**config.mk**
```make
export PLATFORM = sky130hd
export DESIGN_NAME = azadi_spi_target
export DESIGN_NICKNAME = d
export VERILOG_FILES = /design/src/rtl/azadi_spi_target.sv
export SDC_FILE = /design/constraint.sdc
export NUM_CORES = 1
export LEC_CHECK = 0
export BUFFER_PORTS_ARGS = -buffer_cell sky130_fd_sc_hd__buf_2
export CORE_MARGIN = 4
export CORE_UTILIZATION = 55
export DETAILED_ROUTE_END_ITERATION = 6
export GPL_TIMING_DRIVEN = 0
export PLACE_DENSITY = 0.77
export SLEW_MARGIN = 30
export SYNTH_ARGS = -nofsm -noshare
export SYNTH_HDL_FRONTEND = slang
export SYNTH_SLANG_ARGS = --single-unit
```
**constraint.sdc**
```tcl
create_clock -name wb_clk_i -period 1.8 [get_ports wb_clk_i]
set_clock_uncertainty 0.15 [all_clocks]
set_input_delay 0.09 -clock wb_clk_i [delete_from_list [all_inputs] [get_ports wb_clk_i]]
set_output_delay 0.09 -clock wb_clk_i [all_outputs]
set_load 0.01 [all_outputs]
```
**src/rtl/azadi_spi_target.sv**
```systemverilog
// rtl/azadi_spi_target.sv - SPI mode-0 target with oversampled pins and tx holding register.
// Optional rx FIFO selected by AZADI_SPI_TGT_RXFIFO_EN (default: single-word rx register).
module azadi_spi_target #(
    parameter int DATA_W      = 8,
    parameter int SYNC_STAGES = 2,
    parameter int FIFO_DEPTH  = 4
) (
    input  logic              wb_clk_i,
    input  logic              wb_rst_i,
    input  logic              ss_ni,
    input  logic              sclk_i,
    input  logic              sd_i,
    output logic              sd_o,
    output logic              sd_oe,
    input  logic [DATA_W-1:0] tx_data_i,
    input  logic              tx_valid_i,
    output logic              tx_ready_o,
    output logic [DATA_W-1:0] rx_data_o,
    output logic              rx_valid_o,
    input  logic              rx_ready_i,
    output logic              busy_o,
    output logic              underrun_o,
    output logic              ovf_o
);

    localparam int CNT_W = (DATA_W > 1) ? $clog2(DATA_W) : 1;
    localparam logic [CNT_W-1:0] LAST_BIT = CNT_W'(DATA_W - 1);

    typedef enum logic {
        IDLE,
        SHIFT
    } state_t;

    state_t state_q, state_d;

    logic [SYNC_STAGES-1:0] ss_sync, sclk_sync, sd_sync;
    logic                   ss_hist, sclk_hist;
    logic                   ss_s, sclk_s, sd_s;
    logic                   ss_fall, ss_rise, ss_edge, sclk_rise, sclk_fall;
    logic                   in_shift, sclk_rise_eff, sclk_fall_eff;
    logic                   load, word_done, load_pend;

    logic [DATA_W-1:0]      hold_q, shift_tx, rx_word;
    logic                   hold_full, underrun_q;
    logic [DATA_W-2:0]      rx_shift;
    logic [CNT_W-1:0]       bit_cnt;

    // Synchronizers idle at the deselected, clock-low pin levels.
    always_ff @(posedge wb_clk_i) begin
        if (wb_rst_i) begin
            ss_sync   <= '1;
            sclk_sync <= '0;
            sd_sync   <= '0;
            ss_hist   <= 1'b1;
            sclk_hist <= 1'b0;
        end else begin
            ss_sync   <= {ss_sync[SYNC_STAGES-2:0], ss_ni};
            sclk_sync <= {sclk_sync[SYNC_STAGES-2:0], sclk_i};
            sd_sync   <= {sd_sync[SYNC_STAGES-2:0], sd_i};
            ss_hist   <= ss_s;
            sclk_hist <= sclk_s;
        end
    end

    assign ss_s      = ss_sync[SYNC_STAGES-1];
    assign sclk_s    = sclk_sync[SYNC_STAGES-1];
    assign sd_s      = sd_sync[SYNC_STAGES-1];
    assign ss_fall   = ss_hist & ~ss_s;
    assign ss_rise   = ~ss_hist & ss_s;
    assign ss_edge   = ss_fall | ss_rise;
    assign sclk_rise = ~sclk_hist & sclk_s;
    assign sclk_fall = sclk_hist & ~sclk_s;

    always_ff @(posedge wb_clk_i) begin
        if (wb_rst_i) state_q <= IDLE;
        else          state_q <= state_d;
    end

    always_comb begin
        state_d = state_q;
        case (state_q)
            IDLE:    if (ss_fall) state_d = SHIFT;
            SHIFT:   if (ss_rise) state_d = IDLE;
            default: state_d = IDLE;
        endcase
    end

    // A select edge masks any sclk edge seen in the same cycle.
    assign in_shift      = (state_q == SHIFT);
    assign sclk_rise_eff = in_shift & sclk_rise & ~ss_edge;
    assign sclk_fall_eff = in_shift & sclk_fall & ~ss_edge;
    assign load          = (~in_shift & ss_fall) | (sclk_fall_eff & load_pend);
    assign word_done     = sclk_rise_eff & (bit_cnt == LAST_BIT);
    assign rx_word       = {rx_shift, sd_s};

    assign sd_o       = in_shift ? shift_tx[DATA_W-1] : 1'b1;
    assign sd_oe      = in_shift;
    assign busy_o     = in_shift;
    assign tx_ready_o = ~hold_full;
    assign underrun_o = underrun_q;

    always_ff @(posedge wb_clk_i) begin
        if (wb_rst_i) begin
            hold_q     <= '0;
            hold_full  <= 1'b0;
            shift_tx   <= '1;
            rx_shift   <= '0;
            bit_cnt    <= '0;
            load_pend  <= 1'b0;
            underrun_q <= 1'b0;
        end else begin
            if (load) begin
                // An empty holding register lets a same-cycle tx word pass straight through.
                underrun_q <= ~hold_full & ~tx_valid_i;
                if (hold_full) begin
                    shift_tx  <= hold_q;
                    hold_full <= 1'b0;
                end else if (tx_valid_i) begin
                    shift_tx <= tx_data_i;
                end else begin
                    shift_tx <= '1;
                end
            end else begin
                underrun_q <= 1'b0;
                if (sclk_fall_eff)
                    shift_tx <= {shift_tx[DATA_W-2:0], 1'b1};
                if (tx_valid_i && !hold_full) begin
                    hold_q    <= tx_data_i;
                    hold_full <= 1'b1;
                end
            end

            if (load || (in_shift && ss_rise))
                load_pend <= 1'b0;
            else if (word_done)
                load_pend <= 1'b1;

            if (ss_edge)
                bit_cnt <= '0;
            else if (sclk_rise_eff)
                bit_cnt <= (bit_cnt == LAST_BIT) ? '0 : bit_cnt + CNT_W'(1);

            if (sclk_rise_eff)
                rx_shift <= rx_word[DATA_W-2:0];
        end
    end

`ifdef AZADI_SPI_TGT_RXFIFO_EN
    localparam int PTR_W = $clog2(FIFO_DEPTH);

    logic [DATA_W-1:0] fifo_mem [FIFO_DEPTH];
    logic [PTR_W:0]    wr_ptr, rd_ptr;
    logic              fifo_empty, fifo_full, pop, push_ok;

    assign fifo_empty = (wr_ptr == rd_ptr);
    assign fifo_full  = (wr_ptr[PTR_W] != rd_ptr[PTR_W]) &&
                        (wr_ptr[PTR_W-1:0] == rd_ptr[PTR_W-1:0]);
    assign pop        = ~fifo_empty & rx_ready_i;
    assign push_ok    = word_done & (~fifo_full | pop);

    always_ff @(posedge wb_clk_i) begin
        if (wb_rst_i) begin
            wr_ptr <= '0;
            rd_ptr <= '0;
            ovf_o  <= 1'b0;
            for (int i = 0; i < FIFO_DEPTH; i++) fifo_mem[i] <= '0;
        end else begin
            if (push_ok) begin
                fifo_mem[wr_ptr[PTR_W-1:0]] <= rx_word;
                wr_ptr <= wr_ptr + 1'b1;
            end
            if (pop)
                rd_ptr <= rd_ptr + 1'b1;
            if (word_done && fifo_full && !pop)
                ovf_o <= 1'b1;
        end
    end

    assign rx_valid_o = ~fifo_empty;
    assign rx_data_o  = fifo_mem[rd_ptr[PTR_W-1:0]];
`else
    logic                       unused_rx_ready;
    logic [$clog2(FIFO_DEPTH):0] unused_fifo_depth;

    assign unused_rx_ready   = rx_ready_i;
    assign unused_fifo_depth = '0;
    assign ovf_o             = 1'b0;

    always_ff @(posedge wb_clk_i) begin
        if (wb_rst_i) begin
            rx_data_o  <= '0;
            rx_valid_o <= 1'b0;
        end else begin
            rx_valid_o <= word_done;
            if (word_done)
                rx_data_o <= rx_word;
        end
    end
`endif

endmodule

```
==> metrics.cfg, run 1 <==
[outcome]
status = complete, no violations

[global_route]
use_met2 = 0.261
grt_max_degree = 16
grt_overflow = 0
met3_usage = 0.0443
track_usage = 0.189
busiest_layer = met1
use_met1 = 0.284
antenna_found_initial = 0
grt_pass1_wl_mm = 6.60
grt_pass1_vias = 1395

[pwr]
p_per_area_nw_per_um2 = 774
vdd_drop_max_mv = 0.611
p_leak_nw = 1.05
total_power_mw = 1.89

[cts]
cts_tree = yes
cts_root_buffer = clkbuf_4
htree_levels = 2
ctsLongestPathBuffers = 2
clk_latency_ns = 0.35
cts_made_buffers = 5
clock_sinks = 47
clk_pin_slew_ns = 0.14

[cells_and_area]
syn2layout_area_growth_pct = 22.3
post-route-util = 0.716
stdcell_count = 314
final_common_cell = dfxtp_1
layout-drive-gt1-share = 0.239
mostFrequentLayoutCells = dfxtp_1 (46), buf_2 (28), nand2_1 (21)
antenna_cells = 0
nets = 286

[drt]
vias = 1662
avgViaCountPerCell = 5.29
initialDrtViolationCount = 113
drt-total-wl_mm = 4.15
wl_per_cell_um = 13.2
drt-pass1-iter-count = 4
postRouteAntennaNets = 0
drcViolationCount = 0

[timing]
finalHoldViolations = 0
whs_ns = 0.0401
period_share = 0.971
final_max_slew_viol_count = 0
period_needed_ns = 1.75
rsz0062_at_grt = true
final.setup.tns_ns = 0
max_freq_mhz = 572
finalSetupViolCount = 0

[worst_setup_path]
critPathMaxFanout = 8
critical_path_arrival_ns = 1.85
cp_cell_sequence = inv_2, ha_4, nand4b_1, o2111a_1, buf_6, mux2i_2
crit_required_ns = 1.90
critPathLaunchType = flip-flop
crit_path_end_kind = flip-flop
critical_path_class = flip-flop to flip-flop
crit_slowest_cell = dfxtp_2
critical-path-max-stage-delay_ns = 0.36

[placement]
dp.cells = 291
place.gp.congestion = 0.777
hpwl_mm = 2.81
io_buffers = 25

[synthesis]
syn_avg_cell_area_sq_um = 9.09
synthAdderAreaFrac = 0.0250
async_flop_share = 0
synth-seq-cells = 47
ys_seq_area_frac = 0.471
ys_warn_count = 0
synth_top_family_by_area = simple AND/OR/NAND/NOR gates
synthCells = 220
muxShareOfSynthArea = 0.0401
synth_area_leaders = dfxtp_1 (47%), nand2b_1 (5.9%), a21oi_1 (5.3%)
synth_compound_area_frac = 0.158
synth_cell_types = 31
synth_top_area_cell = dfxtp_1
syn_nets = 239
synthDominantCellAreaShare = 0.471
syn_area_sq_um = 2000
synthXorXnorAreaFrac = 0
synth_enable_flop_cells = 0
yosys.area_share.simple = 0.232
synth_flop_cell = dfxtp_1

[floorplan]
die_w_um = 68.3
pin_count = 30
chipHeight_um = 68.3
rows = 21
start_util = 0.585
core_area_sq_um = 3420
dieArea_sq_um = 4660

[min_path]
min_path_type = primary input to flip-flop

[run]
maxCapViolCount = 0

-- per-stage QoR --
| step | setup slack, ns | instance area (sq um) |
|---|---|---|
| floorplan | 0.148 | 2000 |
| detailed placement | -0.127 | 2180 |
| CTS | 0.00210 | 2410 |
| global placement | -0.126 | 2180 |
| global route | -0.0258 | 2440 |
| finish | 0.0527 | 2440 |
-- routing by layer --
| metal | vias up | routed length (um) |
|---|---|---|
| met5 | - | 0 |
| met4 | 0 | 10 |
| met3 | 2 | 191 |
| met2 | 32 | 1840 |
| met1 | 776 | 2110 |
| li1 | 852 | - |
-- flip-flops by register name, summed over array words and instances (netlist names) --
signal      flops
sclk_hist       1
rx_data_o       8
hold_q          8
rx_shift        7
shift_tx        8
bit_cnt         3
sd_sync         2
load_pend       1
busy_o          1
ss_hist         1
rx_valid_o      1
sclk_sync       2
ss_sync         2
hold_full       1
underrun_o      1
-- report_power, final --
part	leakage, nW	switching [mW]	internal (mW)
Sequential	0.382	0.0146	1.07
Clock	0.0452	0.331	0.293
Combinational	0.624	0.0915	0.0961
Total	1.05	0.437	1.45
-- cells in the mapped netlist (2+ instances only) --
master / number
nand3_1: 15
clkbuf_1: 10
nand2b_1: 19
dfxtp_1: 47
nand4b_1: 2
or2_2: 3
o221ai_1: 7
mux2i_1: 8
inv_1: 11
nor2b_1: 6
a21oi_1: 21
nor3_1: 2
or3b_2: 7
o21ai_0: 8
nand2_1: 21
nor2_1: 2
a32oi_1: 8
buf_2: 2
ha_1: 4
buf_4: 5
inv_2: 2
-- path summary, 6_finish.rpt --
check,cells after the start,endpoint,slack (ns),from
hold / removal,3,hold_full,0.04,tx_valid_i
setup / recovery,6,hold_q[3],0.05,ss_sync[1]
hold reg to reg,1,ss_sync[1],0.28,ss_sync[0]
setup reg to reg,6,hold_q[3],0.05,ss_sync[1]
-- layout make-up --
| class | instances | area (sq um) |
|---|---|---|
| Buffer | 18 | 103 |
| Clock buffer | 5 | 37.5 |
| Clock inverter | 3 | 43.8 |
| Fill cell | 265 | 971 |
| Inverter | 13 | 48.8 |
| Multi-Input combinational cell | 142 | 940 |
| Sequential cell | 47 | 942 |
| Tap cell | 46 | 57.6 |
| Timing Repair Buffer | 40 | 273 |
-- timing repair --
item,in CTS,in global routing
buffers inserted,0,1
pin swaps,0,3
endpoints found under the hold margin,14,0
hold buffers,14,0
setup endpoints to repair,26,29
resized for setup,3,10
-- cell families after synthesis --
family,Yosys count
AND/OR/NAND/NOR,81
AO/OA/AOI/OAI,48
flip-flops,47
buffers and inverters,31
adder cells (fa/ha/maj),4
other,1
multiplexers,8
-- worst max-delay path: cells and delay by family, from the launching register on --
family                   cells  cell delay (ns)
flip-flops                   1             0.36
AO/OA/AOI/OAI                1             0.33
adder cells (fa/ha/maj)      1             0.27
AND/OR/NAND/NOR              1             0.20
buffers and inverters        2             0.19
multiplexers                 1             0.15
No activity file was read; power rests on OpenSTA's default activity.
==> run 2, diff against run 1 <==
PLACE_DENSITY = 0.8   (was 0.77)
==> run 2 against run 1 <==
Fmax is 0.52% higher; sequential cell count stayed put; combinational power is 2% higher.
==> metrics.cfg, run 2 (same netlist as run 1, synthesis figures left out) <==
[drt]
initialDrtViolationCount = 102  ; was 113
drcViolationCount = 0  ; unchanged
drt-pass1-iter-count = 4  ; unchanged
drt-total-wl_mm = 4.46  ; was 4.15 mm
wl_per_cell_um = 14.1  ; was 13.2 um
avgViaCountPerCell = 5.37  ; was 5.29
postRouteAntennaNets = 0  ; unchanged
vias = 1696  ; was 1662

[worst_setup_path]
critical_path_class = flip-flop to flip-flop  ; unchanged
critPathLaunchType = flip-flop  ; unchanged
critPathMaxFanout = 8  ; unchanged
crit_required_ns = 1.88  ; was 1.90 ns
critical_path_arrival_ns = 1.82  ; was 1.85 ns
crit_path_end_kind = flip-flop  ; unchanged

[pwr]
share_comb_of_total_power = 0.110  ; was 0.099
p_per_area_nw_per_um2 = 712  ; was 774 nW/um^2
clkPwrFrac = 0.270  ; was 0.330
switching_share = 0.247  ; was 0.231
p_leak_nw = 1.05  ; about the same
vdd_drop_max_mv = 0.524  ; was 0.611 mV
p_int_mw = 1.31  ; was 1.45 mW
p_sw_uw = 430  ; was 437 uW
p_seq_frac = 0.620  ; was 0.571

[cells_and_area]
syn2layout_area_growth_pct = 22.5  ; was 22.3%
post-route-util = 0.717  ; was 0.716
top_regs = hold_q (8), rx_data_o (8), shift_tx (8)  ; unchanged
nFillCells = 272  ; was 265
final_common_cell = dfxtp_1  ; unchanged
seq_area_sq_um = 942  ; unchanged
layout-drive-gt1-share = 0.237  ; was 0.239
mostFrequentLayoutCells = dfxtp_1 (46), buf_2 (27), nand2_1 (21)  ; was dfxtp_1 (46), buf_2 (28), nand2_1 (21)
nets = 288  ; was 286
multi_input_area_sq_um = 958  ; was 940 sq um
antenna_cells = 0  ; unchanged

[timing]
final.setup.tns_ns = 0  ; unchanged
finalWorstSetupSlack_ns = 0.0617  ; was 0.0527 ns
worst_slew_pin_slew_ns = 0.525
max_slew_margin = 0.650
finalSetupViolCount = 0  ; unchanged
period_share = 0.966  ; was 0.971
period_needed_ns = 1.74  ; was 1.75 ns
final_max_slew_viol_count = 0  ; unchanged
finalHoldViolations = 0  ; unchanged
max_freq_mhz = 575  ; was 572 MHz

[outcome]
status = complete, no violations  ; unchanged

[floorplan]
dieArea_sq_um = 4660  ; unchanged
start_util = 0.585  ; unchanged
rows = 21  ; unchanged
pin_count = 30  ; unchanged
chipHeight_um = 68.3  ; unchanged
core_area_sq_um = 3420  ; unchanged
die_w_um = 68.3  ; unchanged

[cts]
cts_tree = yes  ; unchanged
cts_root_buffer = clkbuf_4  ; unchanged
clk_latency_ns = 0.36  ; was 0.35 ns
htree_levels = 2  ; unchanged
cts_made_buffers = 5  ; unchanged
ctsLongestPathBuffers = 2  ; unchanged
clock_sinks = 47  ; unchanged
clk_pin_slew_ns = 0.12  ; was 0.14 ns

[min_path]
min_path_type = primary input to flip-flop  ; unchanged

[global_route]
grt_max_degree = 14  ; was 16
antenna_found_initial = 0  ; unchanged
track_usage = 0.202  ; was 0.189
grt_overflow = 0  ; unchanged
grt_pass1_wl_mm = 6.98  ; was 6.60 mm
grt_pass1_vias = 1482  ; was 1395

[run]
maxCapViolCount = 0  ; unchanged

[placement]
post-place-ws_ns = -0.116  ; was -0.127 ns
io_buffers = 25  ; unchanged
hpwl_mm = 2.79  ; was 2.81 mm
place.gp.congestion = 0.751  ; was 0.777

-- run 2: worst max-delay path, stage by stage (launching register included) --
cell and delay, ns:
dfxtp_2 0.36, inv_2 0.05, ha_4 0.27, nand4b_1 0.18, buf_4 0.20, a21oi_4 0.24
a32oi_1 0.16
-- run 2: path summary, 6_finish.rpt --
| kind | to | depth (start not counted) | from | slack [ns] |
|---|---|---|---|---|
| hold reg to reg | ss_sync[1] | 1 | ss_sync[0] | 0.27 |
| setup reg to reg | shift_tx[7] | 6 | ss_sync[1] | 0.06 |
| setup / recovery | shift_tx[7] | 6 | ss_sync[1] | 0.06 |
| hold / removal | hold_q[1] | 3 | wb_rst_i | 0.18 |
-- run 2: through the flow --
stage | instances | hold slack [ns] | cell area [sq um] | total power, mW
6_report | 316 | 0.181 | 2450 | 1.74
5_1_grt | 316 | 0.222 | 2450 | 1.82
4_1_cts | 314 | 0.150 | 2400 | 1.74
3_5_place_dp | 291 | 0.125 | 2180 | 1.26
3_3_place_gp | 291 | 0.123 | 2180 | 1.25
2_1_floorplan | 220 | 0.0438 | 2000 | 1.21
-- run 2: layout make-up --
cell class | count | area share
Multi-Input combinational cell | 142 | 0.391
Sequential cell | 47 | 0.385
Timing Repair Buffer | 42 | 0.118
Buffer | 18 | 0.0419
Tap cell | 46 | 0.0235
Inverter | 13 | 0.0199
Clock buffer | 7 | 0.0184
Clock inverter | 1 | 0.00204
-- run 2: power by group through the flow --
stage | sequential (mW) | clock [mW] | combinational (mW)
after floorplan | 1.10 | 0 | 0.111
after global placement | 1.10 | 0 | 0.152
after detailed placement | 1.10 | 0 | 0.155
after CTS | 1.08 | 0.477 | 0.182
after global routing | 1.08 | 0.524 | 0.209
final | 1.08 | 0.471 | 0.192
-- run 2: timing repair --
item                                    in CTS  in global routing
gates cloned                                 0                  0
endpoints found under the setup margin      26                 29
buffers inserted                             0                  3
hold endpoints to repair                    15                  0
resized for setup                            5                  9
pin swaps                                    1                  4
hold buffers                                15                  0
-- run 2: routing by layer --
layer / part of all wire / wire, um / track usage
met5: 0 / 0 / 0
met4: 0.018 / 82 / 0.0968
met3: 0.049 / 220 / 0.0427
met2: 0.45 / 2000 / 0.297
met1: 0.48 / 2150 / 0.280
